[config.mk]
export PLATFORM = sky130hd
export DESIGN_NAME = lr_phase_sequencer
export DESIGN_NICKNAME = d
export VERILOG_FILES = /design/src/rtl/lr_phase_sequencer.sv
export SDC_FILE = /design/constraint.sdc
export NUM_CORES = 1
export LEC_CHECK = 0
export ABC_AREA = 1
export BUFFER_PORTS_ARGS = -buffer_cell sky130_fd_sc_hd__buf_2
export CAP_MARGIN = 20
export CELL_PAD_IN_SITES_DETAIL_PLACEMENT = 0
export CELL_PAD_IN_SITES_GLOBAL_PLACEMENT = 1
export CORE_MARGIN = 3
export CORE_UTILIZATION = 40
export DETAILED_ROUTE_END_ITERATION = 8
export PLACE_DENSITY = 0.86
export SETUP_SLACK_MARGIN = 0.4
export SKIP_LAST_GASP = 1
export SLEW_MARGIN = 20
export SYNTH_ARGS = -nofsm -noshare
export SYNTH_HDL_FRONTEND = slang
export SYNTH_SLANG_ARGS = --single-unit
[constraint.sdc]
create_clock -name clk -period 3.4 [get_ports clk]
set_input_delay 0.34 -clock clk [delete_from_list [all_inputs] [get_ports clk]]
set_output_delay 0.34 -clock clk [all_outputs]
set_load 0.02 [all_outputs]
[src/rtl/lr_phase_sequencer.sv]
// Phase controller for the linear-regression engine.
// Owns the shared sample-memory address counter and write strobe. It walks
// LOAD -> MEAN -> CALC -> ERR -> DONE, issues one-cycle start pulses to each
// unit, and waits on each unit's ready level before moving to the next phase.
//
// Handshake contract: i_in_valid is a valid-only strobe with no back-pressure.
// In LOAD, every cycle with i_in_valid=1 writes exactly one sample at o_addr
// and advances the counter; cycles with i_in_valid=0 are stalls. In the
// STREAM states o_sample_valid=1 on every cycle and the memory read is
// asynchronous, so o_addr and the read data line up in the same cycle.
// The unit ready inputs are levels and are only looked at in that unit's
// own WAIT state.
module lr_phase_sequencer #(
  parameter int N_SAMPLES = 150,
  parameter int ADDR_W    = 8
) (
  input  logic              clk,
  input  logic              rst,
  input  logic              i_start,
  input  logic              i_in_valid,
  input  logic              i_mean_ready,
  input  logic              i_calc_ready,
  input  logic              i_err_ready,
  output logic              o_ready,
  output logic [ADDR_W-1:0] o_addr,
  output logic              o_mem_write,
  output logic              o_sample_valid,
  output logic              o_mean_start,
  output logic              o_calc_start,
  output logic              o_err_start,
  output logic              o_err_done,
  output logic [2:0]        o_phase,
  output logic [3:0]        o_dbg_state
);

  typedef enum logic [3:0] {
    S_IDLE     = 4'd0,
    S_LOAD     = 4'd1,
    S_M_START  = 4'd2,
    S_M_STREAM = 4'd3,
    S_M_WAIT   = 4'd4,
    S_C_START  = 4'd5,
    S_C_STREAM = 4'd6,
    S_C_WAIT   = 4'd7,
    S_E_START  = 4'd8,
    S_E_STREAM = 4'd9,
    S_E_WAIT   = 4'd10,
    S_DONE     = 4'd11
  } state_t;

  localparam logic [2:0] PH_IDLE = 3'd0;
  localparam logic [2:0] PH_LOAD = 3'd1;
  localparam logic [2:0] PH_MEAN = 3'd2;
  localparam logic [2:0] PH_CALC = 3'd3;
  localparam logic [2:0] PH_ERR  = 3'd4;
  localparam logic [2:0] PH_DONE = 3'd5;

  // Terminal count, truncated to the counter width.
  localparam logic [ADDR_W-1:0] LP_LAST = ADDR_W'(N_SAMPLES - 1);

  state_t            r_state;
  logic [ADDR_W-1:0] r_cnt;
  logic              r_ready;
  logic              r_load;
  logic              r_sample_valid;
  logic              r_mean_start;
  logic              r_calc_start;
  logic              r_err_start;
  logic              r_err_done;
  logic [2:0]        r_phase;

  state_t            w_state_nxt;
  logic [ADDR_W-1:0] w_cnt_nxt;
  logic              w_last;
  logic [2:0]        w_phase_nxt;

  assign w_last = (r_cnt == LP_LAST);

  // Next-state and next-counter selection.
  always_comb begin
    w_state_nxt = r_state;
    w_cnt_nxt   = r_cnt;
    case (r_state)
      S_IDLE: begin
        w_cnt_nxt = '0;
        if (i_start) w_state_nxt = S_LOAD;
      end
      S_LOAD: begin
        if (i_in_valid) begin
          if (w_last) begin
            w_state_nxt = S_M_START;
            w_cnt_nxt   = '0;
          end else begin
            w_cnt_nxt = r_cnt + 1'b1;
          end
        end
      end
      S_M_START: begin
        w_cnt_nxt   = '0;
        w_state_nxt = S_M_STREAM;
      end
      S_M_STREAM: begin
        if (w_last) begin
          w_state_nxt = S_M_WAIT;
          w_cnt_nxt   = '0;
        end else begin
          w_cnt_nxt = r_cnt + 1'b1;
        end
      end
      S_M_WAIT: begin
        if (i_mean_ready) w_state_nxt = S_C_START;
      end
      S_C_START: begin
        w_cnt_nxt   = '0;
        w_state_nxt = S_C_STREAM;
      end
      S_C_STREAM: begin
        if (w_last) begin
          w_state_nxt = S_C_WAIT;
          w_cnt_nxt   = '0;
        end else begin
          w_cnt_nxt = r_cnt + 1'b1;
        end
      end
      S_C_WAIT: begin
        if (i_calc_ready) w_state_nxt = S_E_START;
      end
      S_E_START: begin
        w_cnt_nxt   = '0;
        w_state_nxt = S_E_STREAM;
      end
      S_E_STREAM: begin
        if (w_last) begin
          w_state_nxt = S_E_WAIT;
          w_cnt_nxt   = '0;
        end else begin
          w_cnt_nxt = r_cnt + 1'b1;
        end
      end
      S_E_WAIT: begin
        if (i_err_ready) w_state_nxt = S_DONE;
      end
      S_DONE: begin
        w_cnt_nxt   = '0;
        w_state_nxt = S_IDLE;
      end
      default: begin
        w_cnt_nxt   = '0;
        w_state_nxt = S_IDLE;
      end
    endcase
  end

  // Phase number reported for the state being entered.
  always_comb begin
    w_phase_nxt = PH_IDLE;
    case (w_state_nxt)
      S_LOAD:                           w_phase_nxt = PH_LOAD;
      S_M_START, S_M_STREAM, S_M_WAIT:  w_phase_nxt = PH_MEAN;
      S_C_START, S_C_STREAM, S_C_WAIT:  w_phase_nxt = PH_CALC;
      S_E_START, S_E_STREAM, S_E_WAIT:  w_phase_nxt = PH_ERR;
      S_DONE:                           w_phase_nxt = PH_DONE;
      default:                          w_phase_nxt = PH_IDLE;
    endcase
  end

  // State, counter and registered per-state outputs (decoded from next state).
  always_ff @(posedge clk) begin
    if (rst) begin
      r_state        <= S_IDLE;
      r_cnt          <= '0;
      r_ready        <= 1'b1;
      r_load         <= 1'b0;
      r_sample_valid <= 1'b0;
      r_mean_start   <= 1'b0;
      r_calc_start   <= 1'b0;
      r_err_start    <= 1'b0;
      r_err_done     <= 1'b0;
      r_phase        <= PH_IDLE;
    end else begin
      r_state        <= w_state_nxt;
      r_cnt          <= w_cnt_nxt;
      r_ready        <= (w_state_nxt == S_IDLE);
      r_load         <= (w_state_nxt == S_LOAD);
      r_sample_valid <= (w_state_nxt == S_M_STREAM) ||
                        (w_state_nxt == S_C_STREAM) ||
                        (w_state_nxt == S_E_STREAM);
      r_mean_start   <= (w_state_nxt == S_M_START);
      r_calc_start   <= (w_state_nxt == S_C_START);
      r_err_start    <= (w_state_nxt == S_E_START);
      r_err_done     <= (w_state_nxt == S_DONE);
      r_phase        <= w_phase_nxt;
    end
  end

  // The write strobe follows the input valid combinationally while loading;
  // the address is only driven in LOAD and STREAM.
  assign o_mem_write    = r_load & i_in_valid;
  assign o_addr         = (r_load | r_sample_valid) ? r_cnt : '0;
  assign o_ready        = r_ready;
  assign o_sample_valid = r_sample_valid;
  assign o_mean_start   = r_mean_start;
  assign o_calc_start   = r_calc_start;
  assign o_err_start    = r_err_start;
  assign o_err_done     = r_err_done;
  assign o_phase        = r_phase;
  assign o_dbg_state    = r_state;

endmodule

==> reports/metrics.csv <==
stage,metric,value,unit
critical_path,crit-path max cell delay,0.43,ns
clock_network,"CTS clk-pin slew, worst paths",0.13,ns
critical_path,Setup crit end,o_addr[0],
synthesis,synthesized cell area,1310,um^2
critical_path,crit path kind,register to output port,
critical_path,Worst EP arrival,1.34,ns
synthesis,Cells after Synth,192,
sta,Setup Skew,0.00485,ns
global_route,gr usage total,16.4,%
sta,period utilization,49.5,%
power,pwr dens,347,nW/um^2
clock_network,clock sinks,22,
detailed_routing,wire per inst,11.3,um
clock_network,PostCTS Resize Cnt,0,
clock_network,root buf cell,clkbuf_4,
cells_and_area,share of cells above drive strength 1,34.5,%
sta,Max Transition Viols Final,0,
cells_and_area,Layout Cells excl Fill,267,
sta,Final Worst Setup Slack,1.72,ns
clock_network,H-tree depth,1,
placed_design,dpl ws,1.77,ns
placed_design,HPWL after detailed placement,2410,um
die,Core ar.,3100,um^2
global_route,antenna violations before repair,0,
clock_network,Post-CTS Setup Inserts,0,
placed_design,Port Buf Inserts,28,
power,worst vdd ir,0.198,mV
critical_path,worst r2r path cells,11,
critical_path,worst r2r src,r_cnt[0]$_SDFFE_PP0P_,
synthesis,syn avg cell area,6.84,um^2
die,Die ar.,4000,um^2
critical_path,Worst R2R End,o_phase[0]$_SDFF_PP0_,
critical_path,Worst path depth,3,
clock_network,number of buffers created by CTS,3,
die,Die W,63.3,um
clock_network,CTS tree,built,
cells_and_area,Total Nets Final,233,
detailed_routing,Pre-antenna DRT Iters,4,
placed_design,Placed Cells,263,
critical_path,Worst Setup SP,o_sample_valid$_SDFF_PP0_,
die,DIE HEIGHT,63.3,um
critical_path,Crit-path slowest cell,nor2_1,
critical_path,worst endpoint required time,3.06,ns
sta,Least-Margin Pin Slew,0.537,ns
critical_path,critical path endpoint category,output port,
power,leakage,0.753,nW
synthesis,distinct cell type count after synthesis,24,
synthesis,"FF+latch count, synth",22,
sta,Period minus WS final,1.68,ns
detailed_routing,WL final,3020,um
detailed_routing,DR iter-0 viols,76,
critical_path,"setup slack, reg-to-reg",1.74,ns
sta,final setup violation count,0,
critical_path,crit-path cells,nor2_1 -> nor2_1 -> buf_2,
global_route,largest net degree at the start of global routing,14,
placed_design,RD Place Congestion,0.795,
global_route,Overflow after GRT,0,
critical_path,critical path's top delay family,simple AND/OR/NAND/NOR gates,
detailed_routing,routed vias/inst,4.61,
synthesis,Post-Syn Nets,201,
critical_path,"Max FO, Critical Path",8,
clock_network,CTS Hold Bufs,0,
clock_network,clk_lat worst skew,0.31,ns
sta,Worst slew margin,64.1,%
sta,unrepaired setup endpoints after global routing,false,
cells_and_area,area growth from synthesis to layout,18.6,%
cells_and_area,most frequent cells in the layout,"37 x nand2_1, 34 x nor2_1, 28 x buf_2, 22 x dfxtp_1, 18 x inv_1",
detailed_routing,ANT nets after route,0,
global_route,global-route wire length before repair,5320,um
detailed_routing,total number of vias,1231,
synthesis,Synth Warn #,0,
sta,f_max,594,MHz
cells_and_area,"Core Util, Final",50.2,%
die,initial core utilization,42.3,%
sta,final setup TNS,0,ns
global_route,vias in the first global route,1272,
synthesis,sequential fraction of the synthesis area,33.6,%
critical_path,"Top cell by count, worst path",nor2_1,
clock_network,Clock Tree Buf Depth,2,
worst_hold_path,Hold WC Path Type,primary input to register,
cells_and_area,ant diodes,0,
detailed_routing,Residual DRC,0,
die,I/O pins,29,
run_status,outcome,"finished, final reports clean",
cells_and_area,"commonest non-fill, non-tap cell in the layout",nand2_1,
job,Max Cap Viol,0,
sta,Final Hold Viols,0,
die,Rows,20,
worst_hold_path,Hold Crit Start,i_calc_ready,
critical_path,CP bufs+invs,1,
critical_path,Startpoint Class,register,
-- power breakdown --
| group | internal, mW | switching [mW] |
|---|---|---|
| Combinational | 0.0214 | 0.0444 |
| Clock | 0.119 | 0.0867 |
| Sequential | 0.264 | 0.00512 |
-- metrics by stage --
| stage | hold WS [ns] | power (mW) | area, um^2 |
|---|---|---|---|
| after CTS | 0.305 | 0.542 | 1560 |
| after floorplan | 0.489 | 0.323 | 1310 |
| after global routing | 0.316 | 0.564 | 1560 |
| after global placement | 0.533 | 0.341 | 1500 |
| final | 0.307 | 0.540 | 1560 |
| after detailed placement | 0.534 | 0.341 | 1500 |
-- synthesized netlist by cell type --
master,count,share of area [%]
nor2_2,9,4.3
xor2_1,1,0.67
dfxtp_1,22,34
o21ai_2,3,2.0
inv_1,18,5.1
nor3_1,5,1.9
nand2_1,37,11
nand3_2,2,1.5
nand2_4,1,0.86
clkbuf_1,1,0.29
a21oi_1,6,2.3
nand3_1,17,6.5
inv_2,8,2.3
inv_6,1,0.67
nor2_4,4,3.4
nor3_2,5,3.8
a21oi_2,1,0.67
nand4_1,2,0.95
ha_1,2,1.9
o21ai_0,2,0.76
and2_4,1,0.67
nand2_2,9,4.3
nor2_1,34,9.7
o21ai_4,1,1.2
-- final cells by class --
cell class / count / area, um^2
clock buffer: 3 / 22.5
inverter: 27 / 106
clock inverter: 1 / 30.0
tap: 44 / 55.1
sequential: 22 / 440
multi-input combinational: 142 / 762
timing repair buffer: 28 / 140
fill: 360 / 1550
-- routing by layer --
layer  vias to the layer above  global-route usage (%)  share of wire, %
met5                         -                       0                 0
met4                         0                    5.39               1.5
met3                         7                    3.39               4.2
met2                        26                    29.1                48
met1                       528                    19.6                46
li1                        670                       -                 -
-- worst min-delay path by stage --
| stage | slack, ns | cells past startpoint | end |
|---|---|---|---|
| 2_1_floorplan | 0.49 | 2 | o_ready$_SDFF_PP1_ |
| 3_3_place_gp | 0.53 | 2 | r_cnt[0]$_SDFFE_PP0P_ |
| 3_5_place_dp | 0.53 | 2 | r_cnt[0]$_SDFFE_PP0P_ |
| 4_1_cts | 0.30 | 3 | o_err_start$_SDFF_PP0_ |
| 5_1_grt | 0.32 | 3 | o_err_start$_SDFF_PP0_ |
| 6_report | 0.31 | 3 | o_err_start$_SDFF_PP0_ |
-- tightest hold or removal path, delay by kind of cell --
| family | cells | cell delay [ns] |
|---|---|---|
| and+or+nand+nor | 2 | 0.14 |
| buffers and inverters | 1 | 0.11 |
-- flip-flops by register name, indices dropped and copies added, names as in the netlist --
name and cells:
o_phase 3, o_mean_start 1, o_ready 1, o_err_start 1
r_load 1, r_cnt 8, o_dbg_state 4, o_sample_valid 1
o_err_done 1, o_calc_start 1
-- logic make-up (layout without fill, tap and decap cells) --
logic type	after synthesis	in the layout	share of synthesized area, %
AOI/OAI and AO/OA	13	13	6.96
xor gates and xnor gates	1	1	0.667
adders and majority gates	2	2	1.91
buffers and inverters	28	59	8.39
DFF	22	22	33.6
and+or+nand+nor	126	126	48.5
No activity file was read; power rests on OpenSTA's default activity.
